`src/rtl/alu_cmd_driver_if.sv`:
```
// rtl/alu_cmd_driver_if.sv - command, ALU and response bundle for alu_cmd_driver; ALU_STATS_EN adds stat ports
interface alu_cmd_driver_if #(
  parameter int TAG_W = 4
);
  logic             cmd_valid;
  logic             cmd_ready;
  logic [2:0]       cmd_op;
  logic [3:0]       cmd_a;
  logic [3:0]       cmd_b;
  logic [2:0]       alu_op;
  logic [3:0]       alu_a;
  logic [3:0]       alu_b;
  logic [3:0]       alu_result;
  logic             alu_overflow;
  logic             alu_zero;
  logic             rsp_valid;
  logic             rsp_ready;
  logic [3:0]       rsp_result;
  logic             rsp_overflow;
  logic             rsp_zero;
  logic [TAG_W-1:0] rsp_tag;
  logic             busy;
`ifdef ALU_STATS_EN
  logic [7:0]       stat_ops;
  logic [7:0]       stat_ovf;

  modport master (
    input  cmd_valid, cmd_op, cmd_a, cmd_b, alu_result, alu_overflow, alu_zero, rsp_ready,
    output cmd_ready, alu_op, alu_a, alu_b, rsp_valid, rsp_result, rsp_overflow, rsp_zero,
           rsp_tag, busy, stat_ops, stat_ovf
  );
  modport slave (
    output cmd_valid, cmd_op, cmd_a, cmd_b, alu_result, alu_overflow, alu_zero, rsp_ready,
    input  cmd_ready, alu_op, alu_a, alu_b, rsp_valid, rsp_result, rsp_overflow, rsp_zero,
           rsp_tag, busy, stat_ops, stat_ovf
  );
`else
  modport master (
    input  cmd_valid, cmd_op, cmd_a, cmd_b, alu_result, alu_overflow, alu_zero, rsp_ready,
    output cmd_ready, alu_op, alu_a, alu_b, rsp_valid, rsp_result, rsp_overflow, rsp_zero,
           rsp_tag, busy
  );
  modport slave (
    output cmd_valid, cmd_op, cmd_a, cmd_b, alu_result, alu_overflow, alu_zero, rsp_ready,
    input  cmd_ready, alu_op, alu_a, alu_b, rsp_valid, rsp_result, rsp_overflow, rsp_zero,
           rsp_tag, busy
  );
`endif
endinterface

```
`src/rtl/alu_cmd_driver.sv`:
```
// rtl/alu_cmd_driver.sv - queued command driver for a 4-bit combinational ALU with tagged responses
// Optional saturating response/overflow counters when ALU_STATS_EN is defined.
module alu_cmd_driver #(
  parameter int CMD_DEPTH     = 4,
  parameter int SETTLE_CYCLES = 1,
  parameter int TAG_W         = 4
) (
  input  logic              clk,
  input  logic              rst_n,
  alu_cmd_driver_if.master  bus
);
  localparam int AW = $clog2(CMD_DEPTH);
  localparam int CW = AW + 1;
  localparam int SW = (SETTLE_CYCLES > 1) ? $clog2(SETTLE_CYCLES) : 1;

  localparam logic [1:0] S_IDLE = 2'd0;
  localparam logic [1:0] S_EXEC = 2'd1;
  localparam logic [1:0] S_RESP = 2'd2;

  logic [2:0]       fifo_op  [CMD_DEPTH];
  logic [3:0]       fifo_a   [CMD_DEPTH];
  logic [3:0]       fifo_b   [CMD_DEPTH];
  logic [TAG_W-1:0] fifo_tag [CMD_DEPTH];

  logic [1:0]       state_q, state_d;
  logic [SW-1:0]    settle_q, settle_d;
  logic [CW-1:0]    count_q, count_d;
  logic [AW-1:0]    wr_ptr_q, rd_ptr_q;
  logic [TAG_W-1:0] tag_cnt_q, tag_pend_q, rsp_tag_q;
  logic [2:0]       alu_op_q;
  logic [3:0]       alu_a_q, alu_b_q, rsp_result_q;
  logic             rsp_ovf_q, rsp_zero_q;
  logic             full, empty, push, pop, rsp_hs, capture;

  // cmd_ready comes from the registered count only, so a pop never frees a slot in the same cycle
  assign full    = (count_q == CW'(CMD_DEPTH));
  assign empty   = (count_q == '0);
  assign push    = bus.cmd_valid && !full;
  assign rsp_hs  = (state_q == S_RESP) && bus.rsp_ready;
  assign pop     = !empty && ((state_q == S_IDLE) || rsp_hs);
  assign capture = (state_q == S_EXEC) && (settle_q == '0);
  assign count_d = count_q + CW'(push) - CW'(pop);

  always_comb begin
    state_d  = state_q;
    settle_d = settle_q;
    if (pop) begin
      state_d  = S_EXEC;
      settle_d = SW'(SETTLE_CYCLES - 1);
    end else if (rsp_hs) begin
      state_d = S_IDLE;
    end else if (capture) begin
      state_d = S_RESP;
    end else if (state_q == S_EXEC) begin
      settle_d = settle_q - SW'(1);
    end
  end

  always_ff @(posedge clk) begin
    if (push) begin
      fifo_op[wr_ptr_q]  <= bus.cmd_op;
      fifo_a[wr_ptr_q]   <= bus.cmd_a;
      fifo_b[wr_ptr_q]   <= bus.cmd_b;
      fifo_tag[wr_ptr_q] <= tag_cnt_q;
    end
  end

  always_ff @(posedge clk or negedge rst_n) begin
    if (!rst_n) begin
      state_q      <= S_IDLE;
      settle_q     <= '0;
      count_q      <= '0;
      wr_ptr_q     <= '0;
      rd_ptr_q     <= '0;
      tag_cnt_q    <= '0;
      tag_pend_q   <= '0;
      alu_op_q     <= '0;
      alu_a_q      <= '0;
      alu_b_q      <= '0;
      rsp_result_q <= '0;
      rsp_ovf_q    <= 1'b0;
      rsp_zero_q   <= 1'b0;
      rsp_tag_q    <= '0;
    end else begin
      state_q  <= state_d;
      settle_q <= settle_d;
      count_q  <= count_d;
      if (push) begin
        wr_ptr_q  <= wr_ptr_q + AW'(1);
        tag_cnt_q <= tag_cnt_q + TAG_W'(1);
      end
      if (pop) begin
        rd_ptr_q   <= rd_ptr_q + AW'(1);
        alu_op_q   <= fifo_op[rd_ptr_q];
        alu_a_q    <= fifo_a[rd_ptr_q];
        alu_b_q    <= fifo_b[rd_ptr_q];
        tag_pend_q <= fifo_tag[rd_ptr_q];
      end
      if (capture) begin
        rsp_result_q <= bus.alu_result;
        rsp_ovf_q    <= bus.alu_overflow;
        rsp_zero_q   <= bus.alu_zero;
        rsp_tag_q    <= tag_pend_q;
      end
    end
  end

  assign bus.cmd_ready    = !full;
  assign bus.alu_op       = alu_op_q;
  assign bus.alu_a        = alu_a_q;
  assign bus.alu_b        = alu_b_q;
  assign bus.rsp_valid    = (state_q == S_RESP);
  assign bus.rsp_result   = rsp_result_q;
  assign bus.rsp_overflow = rsp_ovf_q;
  assign bus.rsp_zero     = rsp_zero_q;
  assign bus.rsp_tag      = rsp_tag_q;
  assign bus.busy         = (state_q != S_IDLE) || !empty;

`ifdef ALU_STATS_EN
  logic [7:0] stat_ops_q, stat_ovf_q;

  always_ff @(posedge clk or negedge rst_n) begin
    if (!rst_n) begin
      stat_ops_q <= '0;
      stat_ovf_q <= '0;
    end else if (rsp_hs) begin
      if (stat_ops_q != 8'hFF) stat_ops_q <= stat_ops_q + 8'd1;
      if (rsp_ovf_q && (stat_ovf_q != 8'hFF)) stat_ovf_q <= stat_ovf_q + 8'd1;
    end
  end

  assign bus.stat_ops = stat_ops_q;
  assign bus.stat_ovf = stat_ovf_q;
`endif
endmodule

```
`src/flat_wrapper.sv`:
```
// flat-port wrapper written by rule: the top's interface ports become plain ports
module alu_cmd_driver_flat 
#(
  parameter int CMD_DEPTH     = 4,
  parameter int SETTLE_CYCLES = 1,
  parameter int TAG_W         = 4
)
  (clk, rst_n, bus_cmd_valid, bus_cmd_op, bus_cmd_a, bus_cmd_b, bus_alu_result, bus_alu_overflow, bus_alu_zero, bus_rsp_ready, bus_cmd_ready, bus_alu_op, bus_alu_a, bus_alu_b, bus_rsp_valid, bus_rsp_result, bus_rsp_overflow, bus_rsp_zero, bus_rsp_tag, bus_busy);
  alu_cmd_driver_if #(.TAG_W(TAG_W)) bus_i ();
  input  logic clk;
  input  logic rst_n;
  input wire logic [$bits(bus_i.cmd_valid)-1:0] bus_cmd_valid;
  input wire logic [$bits(bus_i.cmd_op)-1:0] bus_cmd_op;
  input wire logic [$bits(bus_i.cmd_a)-1:0] bus_cmd_a;
  input wire logic [$bits(bus_i.cmd_b)-1:0] bus_cmd_b;
  input wire logic [$bits(bus_i.alu_result)-1:0] bus_alu_result;
  input wire logic [$bits(bus_i.alu_overflow)-1:0] bus_alu_overflow;
  input wire logic [$bits(bus_i.alu_zero)-1:0] bus_alu_zero;
  input wire logic [$bits(bus_i.rsp_ready)-1:0] bus_rsp_ready;
  output wire logic [$bits(bus_i.cmd_ready)-1:0] bus_cmd_ready;
  output wire logic [$bits(bus_i.alu_op)-1:0] bus_alu_op;
  output wire logic [$bits(bus_i.alu_a)-1:0] bus_alu_a;
  output wire logic [$bits(bus_i.alu_b)-1:0] bus_alu_b;
  output wire logic [$bits(bus_i.rsp_valid)-1:0] bus_rsp_valid;
  output wire logic [$bits(bus_i.rsp_result)-1:0] bus_rsp_result;
  output wire logic [$bits(bus_i.rsp_overflow)-1:0] bus_rsp_overflow;
  output wire logic [$bits(bus_i.rsp_zero)-1:0] bus_rsp_zero;
  output wire logic [$bits(bus_i.rsp_tag)-1:0] bus_rsp_tag;
  output wire logic [$bits(bus_i.busy)-1:0] bus_busy;
  assign bus_i.cmd_valid = bus_cmd_valid;
  assign bus_i.cmd_op = bus_cmd_op;
  assign bus_i.cmd_a = bus_cmd_a;
  assign bus_i.cmd_b = bus_cmd_b;
  assign bus_i.alu_result = bus_alu_result;
  assign bus_i.alu_overflow = bus_alu_overflow;
  assign bus_i.alu_zero = bus_alu_zero;
  assign bus_i.rsp_ready = bus_rsp_ready;
  assign bus_cmd_ready = bus_i.cmd_ready;
  assign bus_alu_op = bus_i.alu_op;
  assign bus_alu_a = bus_i.alu_a;
  assign bus_alu_b = bus_i.alu_b;
  assign bus_rsp_valid = bus_i.rsp_valid;
  assign bus_rsp_result = bus_i.rsp_result;
  assign bus_rsp_overflow = bus_i.rsp_overflow;
  assign bus_rsp_zero = bus_i.rsp_zero;
  assign bus_rsp_tag = bus_i.rsp_tag;
  assign bus_busy = bus_i.busy;
  alu_cmd_driver #(.CMD_DEPTH(CMD_DEPTH), .SETTLE_CYCLES(SETTLE_CYCLES), .TAG_W(TAG_W)) u_core (.clk(clk), .rst_n(rst_n), .bus(bus_i));
endmodule
```
`config.mk`:
```
export PLATFORM = sky130hd
export DESIGN_NAME = alu_cmd_driver_flat
export DESIGN_NICKNAME = d
export VERILOG_FILES = /design/src/rtl/alu_cmd_driver_if.sv /design/src/rtl/alu_cmd_driver.sv /design/src/flat_wrapper.sv
export SDC_FILE = /design/constraint.sdc
export NUM_CORES = 1
export LEC_CHECK = 0
export CAP_MARGIN = 20
export CORE_MARGIN = 4
export CORE_UTILIZATION = 25
export CTS_CLUSTER_DIAMETER = 120
export CTS_CLUSTER_SIZE = 8
export DETAILED_ROUTE_END_ITERATION = 7
export SLEW_MARGIN = 20
export SYNTH_ARGS = -nofsm -noshare
export SYNTH_HDL_FRONTEND = slang
export SYNTH_SLANG_ARGS = --single-unit
```
`constraint.sdc`:
```
create_clock -name clk -period 6.1 [get_ports clk]
set_clock_uncertainty 0.15 [all_clocks]
set_input_delay 0.61 -clock clk [delete_from_list [all_inputs] [get_ports clk]]
set_output_delay 0.61 -clock clk [all_outputs]
set_load 0.02 [all_outputs]
```
==> results.json, run 1 <==
{
  "status": "completed",
  "synth_warnings": 0,
  "cts_sinks": 99,
  "finalMaxSlewViolations": 0,
  "htree_levels": 3,
  "gr-total-overflow": 0,
  "r2r-end": "u_core.count_q[2]",
  "num_rows": 45,
  "ant_nets": 0,
  "synth_fp_nets": 226,
  "r2r_cells": 9,
  "dp.final_hpwl_um": 4440,
  "hold_path.class": "in2async",
  "synth.distinct_cells": 29,
  "syn_area_per_cell_um2": 19.6,
  "first_pass_iters": 3,
  "drive_gt1_share_pct": 26.9,
  "syn_inst": 197,
  "cts_buffer_depth": 2,
  "p_leak_nw": 1.83,
  "worst_slack_ns": 3.00,
  "antenna_found_initial": 0,
  "fp.dieArea_mm2": 0.0175,
  "postCtsSetupRepairBufs": 0,
  "cts_tree": "built",
  "worstPathMaxFanout": 19,
  "cp_slowest_cell": "nor3_4",
  "root_buffer": "clkbuf_16",
  "first_iter_violations": 70,
  "fin_nets": 273,
  "drv_cap": 0,
  "r2r-start": "u_core.state_q[1]",
  "clock_latency_ns": 0.34,
  "post-place-ws_ns": 2.61,
  "syn_area_mm2": 0.00386,
  "cp-end-kind": "flip-flop",
  "num_io_pins": 45,
  "path_class": "in2reg",
  "wire_per_inst_um": 15.6,
  "start_util_pct": 25.5,
  "arrival_ns": 3.21,
  "grt_use_total_pct": 8.23,
  "gp_congestion": 0.672,
  "grt_pass1_vias": 1975,
  "path_cells": "clkdlybuf4s50_1 -> nor2b_1 -> nor3_4 -> ha_1 -> inv_1 -> ha_1 -> inv_1 -> fa_1 -> xnor2_1 -> xnor2_1",
  "slew_headroom_pct": 35.9,
  "ys_seq_area_share_pct": 72.0,
  "max-vdd-ir-drop_v": 0.000140,
  "pwr_density_cell_mw_per_mm2": 368,
  "clock.fmax_ghz": 0.322,
  "postLayoutCoreUtil_pct": 31.7,
  "post-route-period-util_pct": 50.8,
  "worstMarginPinSlew_ns": 0.959,
  "total_power_mw": 1.77,
  "cts_buffers": 9,
  "vias_per_cell": 4.15,
  "fillers": 1459,
  "regToRegSetupSlack_ns": 3.20,
  "setup_violations": 0,
  "die_w_um": 132,
  "coreArea_mm2": 0.0151,
  "postCtsHoldBufs": 0,
  "drc": 0,
  "area_growth_pct": 24.6,
  "cp-start-kind": "input port",
  "die_h_um": 132,
  "drt_wl_total_um": 6810,
  "slowest_delay_ns": 0.73,
  "post_cts_resized": 0,
  "grt_max_degree": 40,
  "finalCriticalPeriod_ns": 3.10,
  "num_vias": 1814,
  "io_buffer_count": 44,
  "grt_pass1_wl_um": 11000,
  "setup-tns-final_ns": 0,
  "ys_ff_latch": 99,
  "rsz0062_at_grt": "no",
  "worst_setup_hold_path_clk_slew_ns": 0.07,
  "diodes": 0,
  "crit_required_ns": 6.21,
  "final_hold_viol_count": 0
}
==> report_power, final <==
part	internal, mW	total, mW	leakage, nW	switching [mW]
registers	0.856	0.911	1.06	0.0552
clock network	0.371	0.631	0.167	0.260
logic	0.106	0.229	0.609	0.122
==> state kept, by name (all words and copies together) (netlist names) <==
name,count
u_core.bus.alu_op,3
u_core.tag_pend_q,4
u_core.fifo_b,16
u_core.settle_q,1
u_core.state_q,2
u_core.bus.alu_b,4
u_core.fifo_a,16
u_core.fifo_tag,16
u_core.bus.rsp_result,4
u_core.bus.rsp_zero,1
u_core.count_q,3
u_core.bus.rsp_overflow,1
u_core.tag_cnt_q,4
u_core.wr_ptr_q,2
u_core.bus.rsp_tag,4
u_core.fifo_op,12
u_core.bus.alu_a,4
u_core.rd_ptr_q,2
==> cells in the mapped netlist, drive strengths merged <==
master	count	area, um2
edfxtp	60	1800
dfrtp	39	976
mux2	27	312
mux4	15	338
inv	8	30.0
ha	7	87.6
buf	6	57.6
and3	5	36.3
xnor2	5	43.8
nor2	3	13.8
o21ai	3	15.0
xor2	3	26.3
clkbuf	2	8.75
nand2	2	7.51
nand2b	2	12.5
nand3	2	10.0
nor2b	2	12.5
nor3	2	21.3
and2	1	8.76
fa	1	20.0
nor4b	1	8.76
or3b	1	8.76
==> kinds of logic after synthesis <==
family / share of synthesized area, %
XOR/XNOR: 1.82
flip-flops: 72.0
multiplexers: 16.8
AO/OA/AOI/OAI: 0.389
adder cells (fa/ha/maj): 2.79
buffers and inverters: 2.50
AND/OR/NAND/NOR: 3.63
==> worst max-delay path, delay by kind of cell <==
| kind | cells | cell delay, ns |
|---|---|---|
| adders and majority gates | 3 | 0.88 |
| and+or+nand+nor | 2 | 0.81 |
| buffers and inverters | 3 | 0.57 |
| xor gates and xnor gates | 2 | 0.33 |
==> area by class of cell <==
class	count	area (um2)	share of cell area (%)
clock buffers	9	225	4.69
clock inverters	7	119	2.47
inverters	8	30.0	0.625
multi-input cells	82	982	20.4
flip-flops and latches	99	2780	57.8
well taps	188	235	4.89
repair buffers	44	435	9.06
==> cells in the final DEF, fill, tap and decap left out, types with 2 or more instances in the layout <==
cell and count:
mux2_2 25, nand2_1 2, clkinv_8 2, clkdlybuf4s50_1 43, inv_1 8, xor2_1 3
mux2_4 2, bufinv_16 2, mux4_2 15, nor2b_1 2, and3_2 4, nand2b_1 2
edfxtp_1 60, inv_6 3, clkbuf_16 9, o21ai_0 3, xnor2_1 5, nand3_1 2
dfrtp_1 38, ha_1 7, nor2_1 2
==> metal layers <==
metal  vias up  routed length [um]  GRT usage (%)
li1        840                   -              -
met1       942                2800           9.57
met2        23                3650           14.4
met3         9                 252           2.14
met4         0                 100           3.46
met5         -                   0              0
==> worst max-delay path by stage <==
| stage | startpoint | to | slack [ns] | cells past startpoint |
|---|---|---|---|---|
| 3_3_place_gp | bus_rsp_ready | u_core.count_q[2] | 2.66 | 10 |
| 6_report | bus_rsp_ready | u_core.count_q[2] | 3.00 | 10 |
| 5_1_grt | bus_rsp_ready | u_core.count_q[2] | 2.81 | 10 |
| 2_1_floorplan | bus_rsp_ready | u_core.count_q[2] | 3.59 | 10 |
| 3_5_place_dp | bus_rsp_ready | u_core.count_q[2] | 2.61 | 10 |
| 4_1_cts | bus_rsp_ready | u_core.count_q[2] | 2.96 | 10 |
==> through the flow <==
stage               std cells  hold WS, ns  area (um2)
global placement          421        0.340        4460
detailed placement        421        0.347        4460
floorplan                 197        0.164        3860
CTS                       437        0.297        4810
finish                    437        0.250        4810
global route              437        0.328        4810
No activity file was read; power rests on OpenSTA's default activity.
==> run 2: changes to the inputs <==
Clock period 6.1 ns to 3.1 ns, I/O delays scaled along.
==> run 2 against run 1 <==
- the run now ends with hold timing left
- critical path depth down 1
- register-to-register slack worse by 2.6 ns
- non-clock buffer count is 3 higher
- via count is 1.7% higher
- global-route usage fell by 0.19 points
- final cell count grew 0.69%
- sequential share of layout area grew 0.61 points
- final area down 1.1%
- largest cell class unchanged
==> results.json, run 2 (synthesized netlist as in run 1, its figures left out) <==
{
  "first_pass_iters": 4,
  "slew_headroom_pct": 36.9,
  "cp-end-kind": "flip-flop",
  "max-vdd-ir-drop_v": 0.000269,
  "io_buffer_count": 44,
  "grt_pass1_wl_um": 10700,
  "root_buffer": "clkbuf_16",
  "cp-start-kind": "flip-flop",
  "post-route-period-util_pct": 80.8,
  "grt_max_degree": 40,
  "dp.cells": 424,
  "coreArea_mm2": 0.0151,
  "ant_nets": 0,
  "gp_congestion": 0.667,
  "drc": 0,
  "first_iter_violations": 86,
  "arrival_ns": 2.61,
  "num_io_pins": 45,
  "status": "finished with violations",
  "wire_per_inst_um": 15.2,
  "reg.largest.list": "u_core.fifo_a (16), u_core.fifo_b (16), u_core.fifo_tag (16)",
  "violations": "hold timing",
  "gr-total-overflow": 0,
  "htree_levels": 3,
  "cts_buffers": 9,
  "drv_cap": 0,
  "post_cts_resized": 0,
  "path_class": "reg2reg",
  "cts_tree": "built",
  "crit_required_ns": 3.20,
  "final_cells": 440,
  "placed_cell_area_mm2": 0.00448,
  "final_cell_mix": "60 x edfxtp_1, 43 x clkdlybuf4s50_1, 39 x dfrtp_1, 25 x mux2_2, 15 x mux4_2",
  "design_area_mm2": 0.00475,
  "regToRegSetupSlack_ns": 0.60,
  "diodes": 0,
  "drt_wl_total_um": 6680,
  "setup-tns-final_ns": 0,
  "antenna_found_initial": 0,
  "postCtsHoldBufs": 0,
  "final_hold_viol_count": 39,
  "area_growth_pct": 23.3,
  "start_util_pct": 25.5,
  "setup_violations": 0,
  "pwr_density_cell_mw_per_mm2": 685,
  "finalCriticalPeriod_ns": 2.50,
  "postCtsSetupRepairBufs": 0,
  "num_rows": 45,
  "final_common_cell": "edfxtp_1",
  "die_w_um": 132,
  "die_h_um": 132,
  "finalMaxSlewViolations": 0,
  "worst_setup_hold_path_clk_slew_ns": 0.07,
  "cts_sinks": 99,
  "vias_per_cell": 4.19,
  "total_power_mw": 3.25,
  "grt_use_total_pct": 8.04,
  "rsz0062_at_grt": "no",
  "cts_buffer_depth": 2,
  "fp.dieArea_mm2": 0.0175,
  "grt_pass1_vias": 1910,
  "clock.fmax_ghz": 0.399,
  "clock_latency_ns": 0.33,
  "worstMarginPinSlew_ns": 0.946,
  "dp.final_hpwl_um": 4350,
  "worstPathMaxFanout": 4,
  "fin_nets": 276,
  "hold_path.class": "in2async",
  "drive_gt1_share_pct": 26.2,
  "p_leak_nw": 1.81,
  "num_vias": 1845,
  "whs_ns": -0.0305
}
-- run 2: cell type report --
cell class,count,area [um2]
Clock buffer,10,229
Fill cell,1438,10400
Clock inverter,6,41.3
Multi-Input combinational cell,82,982
Inverter,8,30.0
Tap cell,188,235
Sequential cell,99,2780
Timing Repair Buffer,47,458
-- run 2: worst max-delay path: stages, from the launching register on --
cell,delay [ns]
dfrtp_1,0.43
nor3_1,0.48
nor3_4,0.08
ha_1,0.30
inv_1,0.06
ha_1,0.13
inv_1,0.05
fa_1,0.38
xnor2_1,0.22
xnor2_1,0.15
-- run 2: through the flow --
step	util [%]	setup slack (ns)
global placement	29.6	0.619
detailed placement	29.6	0.565
finish	31.4	0.595
global route	31.4	0.381
floorplan	-	0.597
CTS	31.4	0.551
-- run 2: worst paths after layout --
path | cells past startpoint | to | startpoint
max | 9 | u_core.count_q[2] | u_core.count_q[1]
max in group asynchronous | 1 | u_core.bus.alu_op[0] | rst_n
min in group clk | 1 | u_core.bus.rsp_tag[0] | u_core.tag_pend_q[0]
max reg2reg | 9 | u_core.count_q[2] | u_core.count_q[1]
min reg2reg | 1 | u_core.bus.rsp_tag[0] | u_core.tag_pend_q[0]
min | 1 | u_core.bus.rsp_tag[1] | rst_n
-- run 2: layer usage --
layer,vias up,track usage [%],wire length [um]
met4,0,3.46,111
met1,976,9.42,2810
met5,-,0,0
met2,24,13.1,3460
li1,839,-,-
met3,6,3.21,306
-- run 2: power breakdown --
| group | internal (mW) | switching, mW |
|---|---|---|
| registers | 1.68 | 0.106 |
| logic | 0.212 | 0.250 |
| clock network | 0.544 | 0.457 |
==> run 3: changes to the inputs <==
Clock period 3.1 ns to 2.45 ns, I/O delays scaled along.
==> run 3 against run 2 <==
- the run now ends clean
- die area unchanged
- via count unchanged
- non-clock buffer count up 4
- largest power group unchanged
==> results.json, run 3 (synthesized netlist as in run 1, its figures left out) <==
{
  "pwr_density_cell_mw_per_mm2": 910,
  "worstMarginPinSlew_ns": 0.553,
  "rsz0062_at_grt": "no",
  "cts_buffer_depth": 2,
  "coreArea_mm2": 0.0151,
  "worst_setup_hold_path_clk_slew_ns": 0.07,
  "grt_use_total_pct": 8.39,
  "grt_max_degree": 20,
  "max-vdd-ir-drop_v": 0.000312,
  "placed_cell_area_mm2": 0.00451,
  "final_cell_mix": "60 x edfxtp_1, 43 x clkdlybuf4s50_1, 39 x dfrtp_1, 25 x mux2_2, 15 x mux4_2",
  "setup_violations": 0,
  "antenna_found_initial": 0,
  "crit_required_ns": 2.06,
  "whs_ns": 0.141,
  "num_vias": 1845,
  "postCtsSetupRepairBufs": 0,
  "cts_buffers": 9,
  "dp.final_hpwl_um": 4530,
  "setup-tns-final_ns": 0,
  "postLayoutCoreUtil_pct": 32.1,
  "num_io_pins": 45,
  "finalCriticalPeriod_ns": 2.33,
  "root_buffer": "clkbuf_16",
  "path_cells": "or3b_1 -> clkdlybuf4s50_1",
  "gr-total-overflow": 0,
  "drc": 0,
  "worst_slack_ns": 0.124,
  "num_rows": 45,
  "first_iter_violations": 57,
  "cp_slowest_cell": "clkdlybuf4s50_1",
  "area_growth_pct": 26.0,
  "diodes": 0,
  "fp.dieArea_mm2": 0.0175,
  "first_pass_iters": 4,
  "final_common_cell": "edfxtp_1",
  "fin_nets": 280,
  "die_h_um": 132,
  "path_class": "reg2out",
  "grt_pass1_vias": 2029,
  "dp.cells": 427,
  "cp-start-kind": "flip-flop",
  "design_area_mm2": 0.00486,
  "clock_latency_ns": 0.34,
  "ant_nets": 0,
  "slowest_delay_ns": 0.61,
  "arrival_ns": 1.93,
  "status": "completed",
  "finalMaxSlewViolations": 0,
  "cp_top_family": "buffers and inverters",
  "drt_wl_total_um": 6950,
  "final_cells": 444,
  "r2r_cells": 9,
  "cts_sinks": 99,
  "io_buffer_count": 44,
  "reg.largest.list": "u_core.fifo_a (16), u_core.fifo_b (16), u_core.fifo_tag (16)",
  "drv_cap": 0,
  "total_power_mw": 4.42,
  "post-route-period-util_pct": 94.9,
  "vias_per_cell": 4.16,
  "cts_tree": "built",
  "die_w_um": 132,
  "final_hold_viol_count": 0,
  "worstPathMaxFanout": 8,
  "wire_per_inst_um": 15.7,
  "drive_gt1_share_pct": 28.5,
  "start_util_pct": 25.5,
  "r2r-start": "u_core.state_q[1]",
  "cp-end-kind": "output pin",
  "hold_path.class": "in2async",
  "post-place-ws_ns": 0.0119,
  "crit_buf_inv": 1,
  "htree_levels": 3,
  "grt_pass1_wl_um": 11000,
  "clock.fmax_ghz": 0.430,
  "r2r-end": "u_core.count_q[2]",
  "gp_congestion": 0.691,
  "slew_headroom_pct": 63.1,
  "regToRegSetupSlack_ns": 0.21,
  "p_leak_nw": 1.86
}
-- run 3: area by class of cell --
type	instances	area, um2
Inverter	8	30.0
Clock buffer	10	239
Sequential cell	99	2780
Fill cell	1433	10300
Tap cell	188	235
Timing Repair Buffer	51	490
Clock inverter	6	93.8
Multi-Input combinational cell	82	993
-- run 3: power breakdown --
part / internal [mW] / leakage (nW) / total (mW) / switching [mW]
sequential: 2.13 / 1.06 / 2.28 / 0.149
clock: 0.933 / 0.160 / 1.55 / 0.621
combinational: 0.279 / 0.645 / 0.587 / 0.308
-- run 3: worst reg2reg max path: cells and delay by family (launching register included) --
family,cells,cell delay [ns]
buf+inv,2,0.11
simple gates,2,0.36
flops,1,0.45
xor+xnor,2,0.31
fa+ha+maj,3,0.80
-- run 3: worst max-delay path by stage --
stage	end	slack (ns)	start	depth (start not counted)
global placement	u_core.count_q[2]	0.05	bus_rsp_ready	10
floorplan	u_core.count_q[2]	0.03	u_core.state_q[1]	10
global route	u_core.count_q[2]	0.05	u_core.count_q[1]	9
detailed placement	u_core.count_q[2]	0.01	bus_rsp_ready	10
finish	bus_cmd_ready	0.12	u_core.count_q[1]	2
CTS	bus_cmd_ready	0.11	u_core.count_q[1]	2
-- run 3: what timing repair did --
item | CTS | global route
hold endpoints to repair | 39 | 0
endpoints found under the setup margin | 0 | 1
resized for setup | 0 | 1
hold buffers | 1 | 0
-- run 3: metal layers --
layer / GRT usage, % / part of all wire [%] / vias up
met1: 9.47 / 41 / 955
met5: 0 / 0 / -
met2: 14.1 / 52 / 34
met4: 3.98 / 1.8 / 0
met3: 3.13 / 5.3 / 9
li1: - / - / 847
